$ cat src/rtl/lcd_ctrl_win.sv
// LCD image-window controller: serially loads an image, keeps a movable and mirrorable
// WIN x WIN window over it and streams that window out in raster order after every command.
module lcd_ctrl_win #(
  parameter int DATA_W = 8,
  parameter int IMG_W  = 6,
  parameter int IMG_H  = 6,
  parameter int WIN    = 3
) (
  input  logic              clk,
  input  logic              reset_n,
  input  logic [DATA_W-1:0] datain,
  input  logic [2:0]        cmd,
  input  logic              cmd_valid,
  output logic [DATA_W-1:0] dataout,
  output logic              output_valid,
  output logic              busy
);

  localparam int NPIX = IMG_W * IMG_H;
  localparam int AW   = $clog2(NPIX) + 1;
  localparam int IW   = (NPIX > 1) ? $clog2(NPIX) : 1;
  localparam int XW   = $clog2(IMG_W + 1);
  localparam int YW   = $clog2(IMG_H + 1);
  localparam int CW   = $clog2(WIN + 1);
  localparam int X0   = (IMG_W - WIN + 1) / 2;
  localparam int Y0   = (IMG_H - WIN + 1) / 2;
  localparam int XMAX = IMG_W - WIN;
  localparam int YMAX = IMG_H - WIN;

  localparam logic [1:0] S_IDLE = 2'd0;
  localparam logic [1:0] S_LOAD = 2'd1;
  localparam logic [1:0] S_MOVE = 2'd2;
  localparam logic [1:0] S_DISP = 2'd3;

  localparam logic [2:0] C_REFLASH = 3'd0;
  localparam logic [2:0] C_LOAD    = 3'd1;
  localparam logic [2:0] C_RIGHT   = 3'd2;
  localparam logic [2:0] C_LEFT    = 3'd3;
  localparam logic [2:0] C_UP      = 3'd4;
  localparam logic [2:0] C_DOWN    = 3'd5;
  localparam logic [2:0] C_MIRH    = 3'd6;
  localparam logic [2:0] C_MIRV    = 3'd7;

  logic [1:0]        state;
  logic [2:0]        cmd_r;
  logic [IW-1:0]     ld_cnt;
  logic [XW-1:0]     x;
  logic [YW-1:0]     y;
  logic              hflip;
  logic              vflip;
  logic [CW-1:0]     row;
  logic [CW-1:0]     col;

  logic [DATA_W-1:0] mem [0:NPIX-1];

  logic [AW-1:0]     rr;
  logic [AW-1:0]     cc;
  logic [AW-1:0]     addr;
  logic [DATA_W-1:0] rd_pix;

  // Image buffer holds no reset: its contents are only meaningful after a LOAD.
  always_ff @(posedge clk) begin
    if (state == S_LOAD) begin
      mem[ld_cnt] <= datain;
    end
  end

  // Window-relative row/column are flipped before being offset by the origin.
  always_comb begin
    rr     = vflip ? (AW'(WIN - 1) - AW'(row)) : AW'(row);
    cc     = hflip ? (AW'(WIN - 1) - AW'(col)) : AW'(col);
    addr   = (AW'(y) + rr) * AW'(IMG_W) + AW'(x) + cc;
    rd_pix = (addr < AW'(NPIX)) ? mem[addr[IW-1:0]] : '0;
  end

  always_ff @(posedge clk or negedge reset_n) begin
    if (!reset_n) begin
      state        <= S_IDLE;
      cmd_r        <= C_REFLASH;
      busy         <= 1'b0;
      output_valid <= 1'b0;
      dataout      <= '0;
      ld_cnt       <= '0;
      x            <= XW'(X0);
      y            <= YW'(Y0);
      hflip        <= 1'b0;
      vflip        <= 1'b0;
      row          <= '0;
      col          <= '0;
    end else begin
      case (state)
        S_IDLE: begin
          if (cmd_valid) begin
            busy   <= 1'b1;
            cmd_r  <= cmd;
            ld_cnt <= '0;
            row    <= '0;
            col    <= '0;
            case (cmd)
              C_REFLASH: state <= S_DISP;
              C_LOAD:    state <= S_LOAD;
              default:   state <= S_MOVE;
            endcase
          end
        end

        S_LOAD: begin
          if (ld_cnt == IW'(NPIX - 1)) begin
            x     <= XW'(X0);
            y     <= YW'(Y0);
            hflip <= 1'b0;
            vflip <= 1'b0;
            state <= S_DISP;
          end else begin
            ld_cnt <= ld_cnt + IW'(1);
          end
        end

        // Moves saturate at the image edge; the window is redrawn regardless.
        S_MOVE: begin
          case (cmd_r)
            C_RIGHT: if (x != XW'(XMAX)) x <= x + XW'(1);
            C_LEFT:  if (x != '0)        x <= x - XW'(1);
            C_UP:    if (y != '0)        y <= y - YW'(1);
            C_DOWN:  if (y != YW'(YMAX)) y <= y + YW'(1);
            C_MIRH:  hflip <= ~hflip;
            C_MIRV:  vflip <= ~vflip;
            default: ;
          endcase
          state <= S_DISP;
        end

        S_DISP: begin
          if (row == CW'(WIN)) begin
            output_valid <= 1'b0;
            busy         <= 1'b0;
            row          <= '0;
            state        <= S_IDLE;
          end else begin
            dataout      <= rd_pix;
            output_valid <= 1'b1;
            if (col == CW'(WIN - 1)) begin
              col <= '0;
              row <= row + CW'(1);
            end else begin
              col <= col + CW'(1);
            end
          end
        end

        default: state <= S_IDLE;
      endcase
    end
  end

endmodule

$ cat config.mk
export PLATFORM = sky130hd
export DESIGN_NAME = lcd_ctrl_win
export DESIGN_NICKNAME = d
export VERILOG_FILES = /design/src/rtl/lcd_ctrl_win.sv
export SDC_FILE = /design/constraint.sdc
export NUM_CORES = 1
export LEC_CHECK = 0
export ABC_AREA = 1
export ABC_CLOCK_PERIOD_IN_PS = 5100
export CORE_ASPECT_RATIO = 0.6
export CORE_MARGIN = 5
export CORE_UTILIZATION = 40
export CTS_BUF_LIST = sky130_fd_sc_hd__clkbuf_4
export DETAILED_ROUTE_END_ITERATION = 6
export SYNTH_ARGS = -nofsm -noshare
export SYNTH_HDL_FRONTEND = slang
export SYNTH_SLANG_ARGS = --single-unit
$ cat constraint.sdc
create_clock -name clk -period 5.1 [get_ports clk]
set_clock_uncertainty 0.1 [all_clocks]
set_input_delay 1.02 -clock clk [delete_from_list [all_inputs] [get_ports clk]]
set_output_delay 1.02 -clock clk [all_outputs]
set_load 0.03 [all_outputs]
==> results of run 1 <==
## per-stage QoR
stage | instances | setup WS, ps | util | cell area [um^2] | hold WS, ps
finish | 1909 | 358 | 0.454 | 16000 | 401
global route | 1909 | 14.8 | 0.454 | 16000 | 442
CTS | 1908 | 399 | 0.454 | 16000 | 407
detailed placement | 1783 | 424 | 0.428 | 15000 | 387
global placement | 1783 | 637 | 0.428 | 15000 | 373
floorplan | 1331 | 945 | - | 14300 | 394
## cells in the final DEF (no fill, tap or decap), drive strengths merged, types with 2 or more instances in the layout
cell type	synthesis	layout
nor2	60	60
o31ai	2	2
nand4	6	6
inv	92	94
a21oi	19	19
nand3	276	276
edfxtp	288	288
a32oi	8	8
nand2	388	388
nor3	6	6
nand3b	2	2
clkdlybuf4s50	0	23
nor4	4	4
buf	43	24
ha	25	25
dfstp	2	2
xor2	7	7
clkbuf	19	113
clkinv	0	9
o21ai	41	41
fa	6	6
dfrtp	31	31
## cells in the mapped netlist (all sizes together)
| cell | number |
|---|---|
| nand2 | 388 |
| edfxtp | 288 |
| nand3 | 276 |
| inv | 92 |
| nor2 | 60 |
| buf | 43 |
| o21ai | 41 |
| dfrtp | 31 |
| ha | 25 |
| a21oi | 19 |
| clkbuf | 19 |
| a32oi | 8 |
| xor2 | 7 |
| fa | 6 |
| nand4 | 6 |
| nor3 | 6 |
| nor4 | 4 |
| dfstp | 2 |
| nand3b | 2 |
| o31ai | 2 |
| a21boi | 1 |
| a31oi | 1 |
| mux2 | 1 |
| o22ai | 1 |
| or2 | 1 |
| xnor2 | 1 |
## cell families after synthesis
logic type | count (synthesis) | synth area share
flip-flops | 321 | 0.663
AND/OR/NAND/NOR | 743 | 0.226
XOR/XNOR | 8 | 0.00595
multiplexers | 1 | 0.000788
adder cells (fa/ha/maj) | 31 | 0.0303
AO/OA/AOI/OAI | 73 | 0.0287
buffers and inverters | 154 | 0.0452
## worst reg2reg max path, stage by stage, from the launching register on
cell     delay (ps)
dfrtp_1         420
ha_1            340
o21ai_0         240
inv_1            90
fa_1            480
inv_1           190
nand3_1         140
nand2_1         130
xor2_1          200
inv_2            50
ha_1            180
inv_1            50
nand2_1          80
xor2_1          170
ha_1            310
ha_1            330
a21oi_1         140
nand2_1         100
xnor2_2         350
inv_1           100
o31ai_2          80
nand3_2         220
o21ai_1         190
## registers in the layout, indices dropped and copies added, names as in the netlist
| name | count |
|---|---|
| output_valid | 1 |
| x | 3 |
| y | 3 |
| vflip | 1 |
| row | 2 |
| cmd_r | 3 |
| state | 2 |
| mem | 288 |
| ld_cnt | 6 |
| busy | 1 |
| hflip | 1 |
| dataout | 8 |
| col | 2 |
## area by class of cell
type	instances	area, um^2	share of cell area
Timing Repair Buffer	47	448	0.0280
Tap cell	467	584	0.0366
Antenna cell	1	2.50	0.000157
Clock inverter	12	71.3	0.00447
Sequential cell	321	9480	0.593
Clock buffer	113	848	0.0531
Multi-Input combinational cell	856	4190	0.262
Inverter	92	348	0.0218
## layer usage
| metal | share of wire | global-route usage | wire length (um) |
|---|---|---|---|
| met4 | 0.019 | 0.0519 | 701 |
| met5 | 0 | 0 | 0 |
| met2 | 0.39 | 0.247 | 14200 |
| met1 | 0.49 | 0.292 | 17900 |
| met3 | 0.098 | 0.0643 | 3550 |
## path summary, 6_finish.rpt
| kind | end | slack, ps | cells past startpoint |
|---|---|---|---|
| worst min-delay path | busy | 400 | 2 |
| min in group asynchronous | dataout[5] | 700 | 1 |
| worst max-delay path | dataout[1] | 360 | 22 |
| worst min register to register | busy | 400 | 2 |
| worst max register to register | dataout[1] | 360 | 22 |
| max in group asynchronous | x[1] | 3330 | 2 |
==> results.json, run 1 <==
{
  "status": "complete, no violations",
  "n_fill_cell": 3306,
  "drv_cap": 0,
  "port-buffer-count": 23,
  "hold_class": "reg -> reg",
  "grt_pass1_vias": 9657,
  "drive_above_1_share": 0.117,
  "cts_resized": 0,
  "routed_wl_um": 36400,
  "antenna_found_initial": 1,
  "yosys.area.top_type": "edfxtp_1",
  "r2r_start": "row[0]",
  "critPathRequiredTime_ps": 5630,
  "finalSetupViolations": 0,
  "worstMarginPinSlew_ps": 1170,
  "cp_slowest_cell": "fa_1",
  "cpPeakStageDelay_ps": 480,
  "clock_sinks": 321,
  "rsz0062_at_grt": "false",
  "die_area_um2": 39700,
  "post-route-period-util": 0.930,
  "overflow": 0,
  "die_y_um": 156,
  "fmax_ghz": 0.211,
  "grt_pass1_wl_um": 57300,
  "clk-insertion-delay-late_ps": 710,
  "ys_seq_elements": 321,
  "crit_type": "reg -> reg",
  "htree_levels": 3,
  "ys_types": 40,
  "cts-root-buf": "clkbuf_4",
  "dp_hpwl_um": 23300,
  "synth_area_um2": 14300,
  "finalNetCount": 1435,
  "drv_slew": 0,
  "clock_path_buffers": 3,
  "die_x_um": 254,
  "cp-end-kind": "flop",
  "crit_chain": "ha_1 > o21ai_0 > inv_1 > fa_1 > inv_1 > nand3_1 > nand2_1 > xor2_1 > inv_2 > ha_1 > inv_1 > nand2_1 > xor2_1 > ha_1 > ha_1 > a21oi_1 > nand2_1 > xnor2_2 > inv_1 > o31ai_2 > nand3_2 > o21ai_1",
  "start_util": 0.407,
  "routed-via-count": 9994,
  "wire_per_inst_um": 19.1,
  "syn_nets": 1376,
  "syn-instance-count": 1331,
  "synth_top_area_frac": 0.605,
  "gp_congestion": 0.859,
  "drt_pre_antenna_iters": 5,
  "fin_crit_ps": 4740,
  "drcViolationCount": 0,
  "path_delay_family": "adder cells",
  "cts_hold_buf": 0,
  "synth.area.top_cells": "edfxtp_1 (61%), nand2_1 (10%), nand3_1 (9.6%), dfrtp_1 (5.4%), ha_1 (2.2%)",
  "syn_to_final_growth_pct": 11.7,
  "yosysWarnings": 0,
  "ioPinCount": 24,
  "cts_buffers": 72,
  "cp_max_fo": 10,
  "slew_headroom": 0.219,
  "worstSetupStartpointType": "flop",
  "avgSynthCellArea_um2": 10.7,
  "finalSetupTns_ps": 0,
  "vias_per_cell": 5.24,
  "core_area_um2": 35100,
  "grt.total_usage": 0.188,
  "clk_pin_slew_worst_paths_ps": 70,
  "postCtsSetupRepairBufs": 0,
  "first_iter_violations": 1028,
  "arrival_ps": 5270,
  "placementRows": 53,
  "setup.worst_path.start": "row[0]",
  "ant_nets": 0,
  "cts_tree": "yes",
  "hold_viol_final": 0,
  "grt_max_degree": 146,
  "path_buf_inv": 5,
  "hold_start": "busy",
  "yosysSeqAreaShare": 0.663
}
Power of run 1 is not shown: default switching activity piles up to over one toggle a cycle in this logic, so the estimate is an artifact.
==> inputs of run 2 (changes only) <==
--- a/config.mk
+++ b/config.mk
@@ -8,7 +8,6 @@
 export ABC_AREA = 1
 export ABC_CLOCK_PERIOD_IN_PS = 5100
 export CORE_ASPECT_RATIO = 0.6
-export CORE_MARGIN = 5
 export CORE_UTILIZATION = 40
 export CTS_BUF_LIST = sky130_fd_sc_hd__clkbuf_4
 export DETAILED_ROUTE_END_ITERATION = 6
==> results.json, run 2 (synthesis gave the netlist of run 1 again) <==
{
  "status": "complete, no violations",
  "die_area_um2": 36500,
  "crit_chain": "ha_1 > o21ai_0 > inv_1 > fa_1 > inv_1 > nand3_1 > nand2_1 > xor2_1 > inv_2 > ha_1 > inv_1 > nand2_1 > xor2_1 > ha_1 > ha_1 > nand3b_1 > nand2_2 > inv_2 > o31ai_2 > nand3_2 > o21ai_1",
  "path_buf_inv": 5,
  "drive_above_1_share": 0.121,
  "cts_tree": "yes",
  "first_iter_violations": 1142,
  "placed_area_um2": 15000,
  "grt.total_usage": 0.200,
  "antenna_cells": 0,
  "postCtsSetupRepairBufs": 0,
  "cpMostUsedCell": "ha_1",
  "finalNetCount": 1435,
  "fin_crit_ps": 4630,
  "grt_pass1_wl_um": 54800,
  "post-route-period-util": 0.907,
  "antenna_found_initial": 0,
  "vias_per_cell": 5.23,
  "clock_sinks": 321,
  "cts-root-buf": "clkbuf_4",
  "regMostFlops": "mem",
  "cp_slowest_cell": "fa_1",
  "fin_util": 0.457,
  "overflow": 0,
  "mostFrequentLayoutCell": "nand2_1",
  "grt_max_degree": 83,
  "drv_cap": 0,
  "grt_pass1_vias": 9289,
  "die_y_um": 148,
  "finalSetupViolations": 0,
  "drt_pre_antenna_iters": 6,
  "path_delay_family": "adder cells",
  "gp_congestion": 0.887,
  "fin_hold_ws_ps": 391,
  "htree_levels": 3,
  "syn_to_final_growth_pct": 12.2,
  "port-buffer-count": 23,
  "fin_area_um2": 16000,
  "clk_pin_slew_worst_paths_ps": 70,
  "arrival_ps": 5200,
  "ff2ff_path_depth": 21,
  "cpPeakStageDelay_ps": 470,
  "crit_type": "reg -> reg",
  "wire_per_inst_um": 18.7,
  "die_x_um": 246,
  "finalSetupTns_ps": 0,
  "drcViolationCount": 0,
  "drv_slew": 0,
  "min_path_cells": 2,
  "hold_class": "reg -> reg",
  "dp_hpwl_um": 22500,
  "cts_buffers": 75,
  "seq_area_um2": 9480,
  "r2r_slack_ps": 470,
  "largest_reg_flops": 288,
  "clock_path_buffers": 3,
  "reg_top3": "mem (288), dataout (8), ld_cnt (6)",
  "placementRows": 53,
  "routed-via-count": 10009,
  "fmax_ghz": 0.216,
  "ioPinCount": 24,
  "routed_wl_um": 35800,
  "holdPathEnd": "output_valid",
  "hold_start": "output_valid",
  "ant_nets": 0,
  "start_util": 0.407,
  "r2r_start": "row[0]",
  "worstMarginPinSlew_ps": 966,
  "multi_input_comb_area_um2": 4190,
  "hold_viol_final": 0,
  "layout_common_cells": "nand2_1 (383), edfxtp_1 (288), nand3_1 (275), clkbuf_4 (119), inv_1 (83)",
  "cp-end-kind": "flop",
  "timing.rr.end": "dataout[2]",
  "cp_max_fo": 11,
  "clk-insertion-delay-late_ps": 760,
  "rsz0062_at_grt": "false",
  "worstSetupStartpointType": "flop",
  "core_area_um2": 35100,
  "n_fill_cell": 3281,
  "slew_headroom": 0.354,
  "critPathRequiredTime_ps": 5670
}
## run 2: metal layers
layer	vias to the layer above	global-route usage	routed length, um
met4	0	0.0627	669
met1	4796	0.325	18200
li1	4764	-	-
met5	-	0	0
met3	61	0.0523	3060
met2	388	0.253	13900
## run 2: worst register-to-register path: stages, from the launching register on
cell and delay (ps):
dfrtp_1 420, ha_1 320, o21ai_0 240, inv_1 80, fa_1 470, inv_1 180, nand3_1 130, nand2_1 110
xor2_1 180, inv_2 50, ha_1 170, inv_1 50, nand2_1 90, xor2_1 170, ha_1 310, ha_1 330
nand3b_1 190, nand2_2 190, inv_2 140, o31ai_2 220, nand3_2 210, o21ai_1 190
## run 2: timing repair
item,in CTS,in global routing
endpoints found under the setup margin,0,8
resized for setup,0,1
hold buffers,0,0
## run 2: final cells by class
type | instances | area share
Clock buffer | 119 | 0.0557
Tap cell | 467 | 0.0364
Sequential cell | 321 | 0.591
Timing Repair Buffer | 44 | 0.0265
Multi-Input combinational cell | 856 | 0.262
Clock inverter | 14 | 0.00695
Inverter | 92 | 0.0217
## run 2: how the worst max path moves through the flow
stage	startpoint	endpoint	slack [ps]	depth (start not counted)
6_report	row[0]	dataout[2]	470	21
3_3_place_gp	row[0]	dataout[7]	580	21
3_5_place_dp	row[0]	dataout[3]	410	21
5_1_grt	row[0]	dataout[0]	60	21
4_1_cts	row[0]	dataout[0]	380	21
2_1_floorplan	row[0]	dataout[1]	950	23
## run 2: per-stage QoR
step	instances	worst slack, ps
3_3_place_gp	1780	577
6_report	1913	474
3_5_place_dp	1780	407
5_1_grt	1913	59.6
2_1_floorplan	1331	945
4_1_cts	1913	379
Power of run 2 is left out for the same reason.
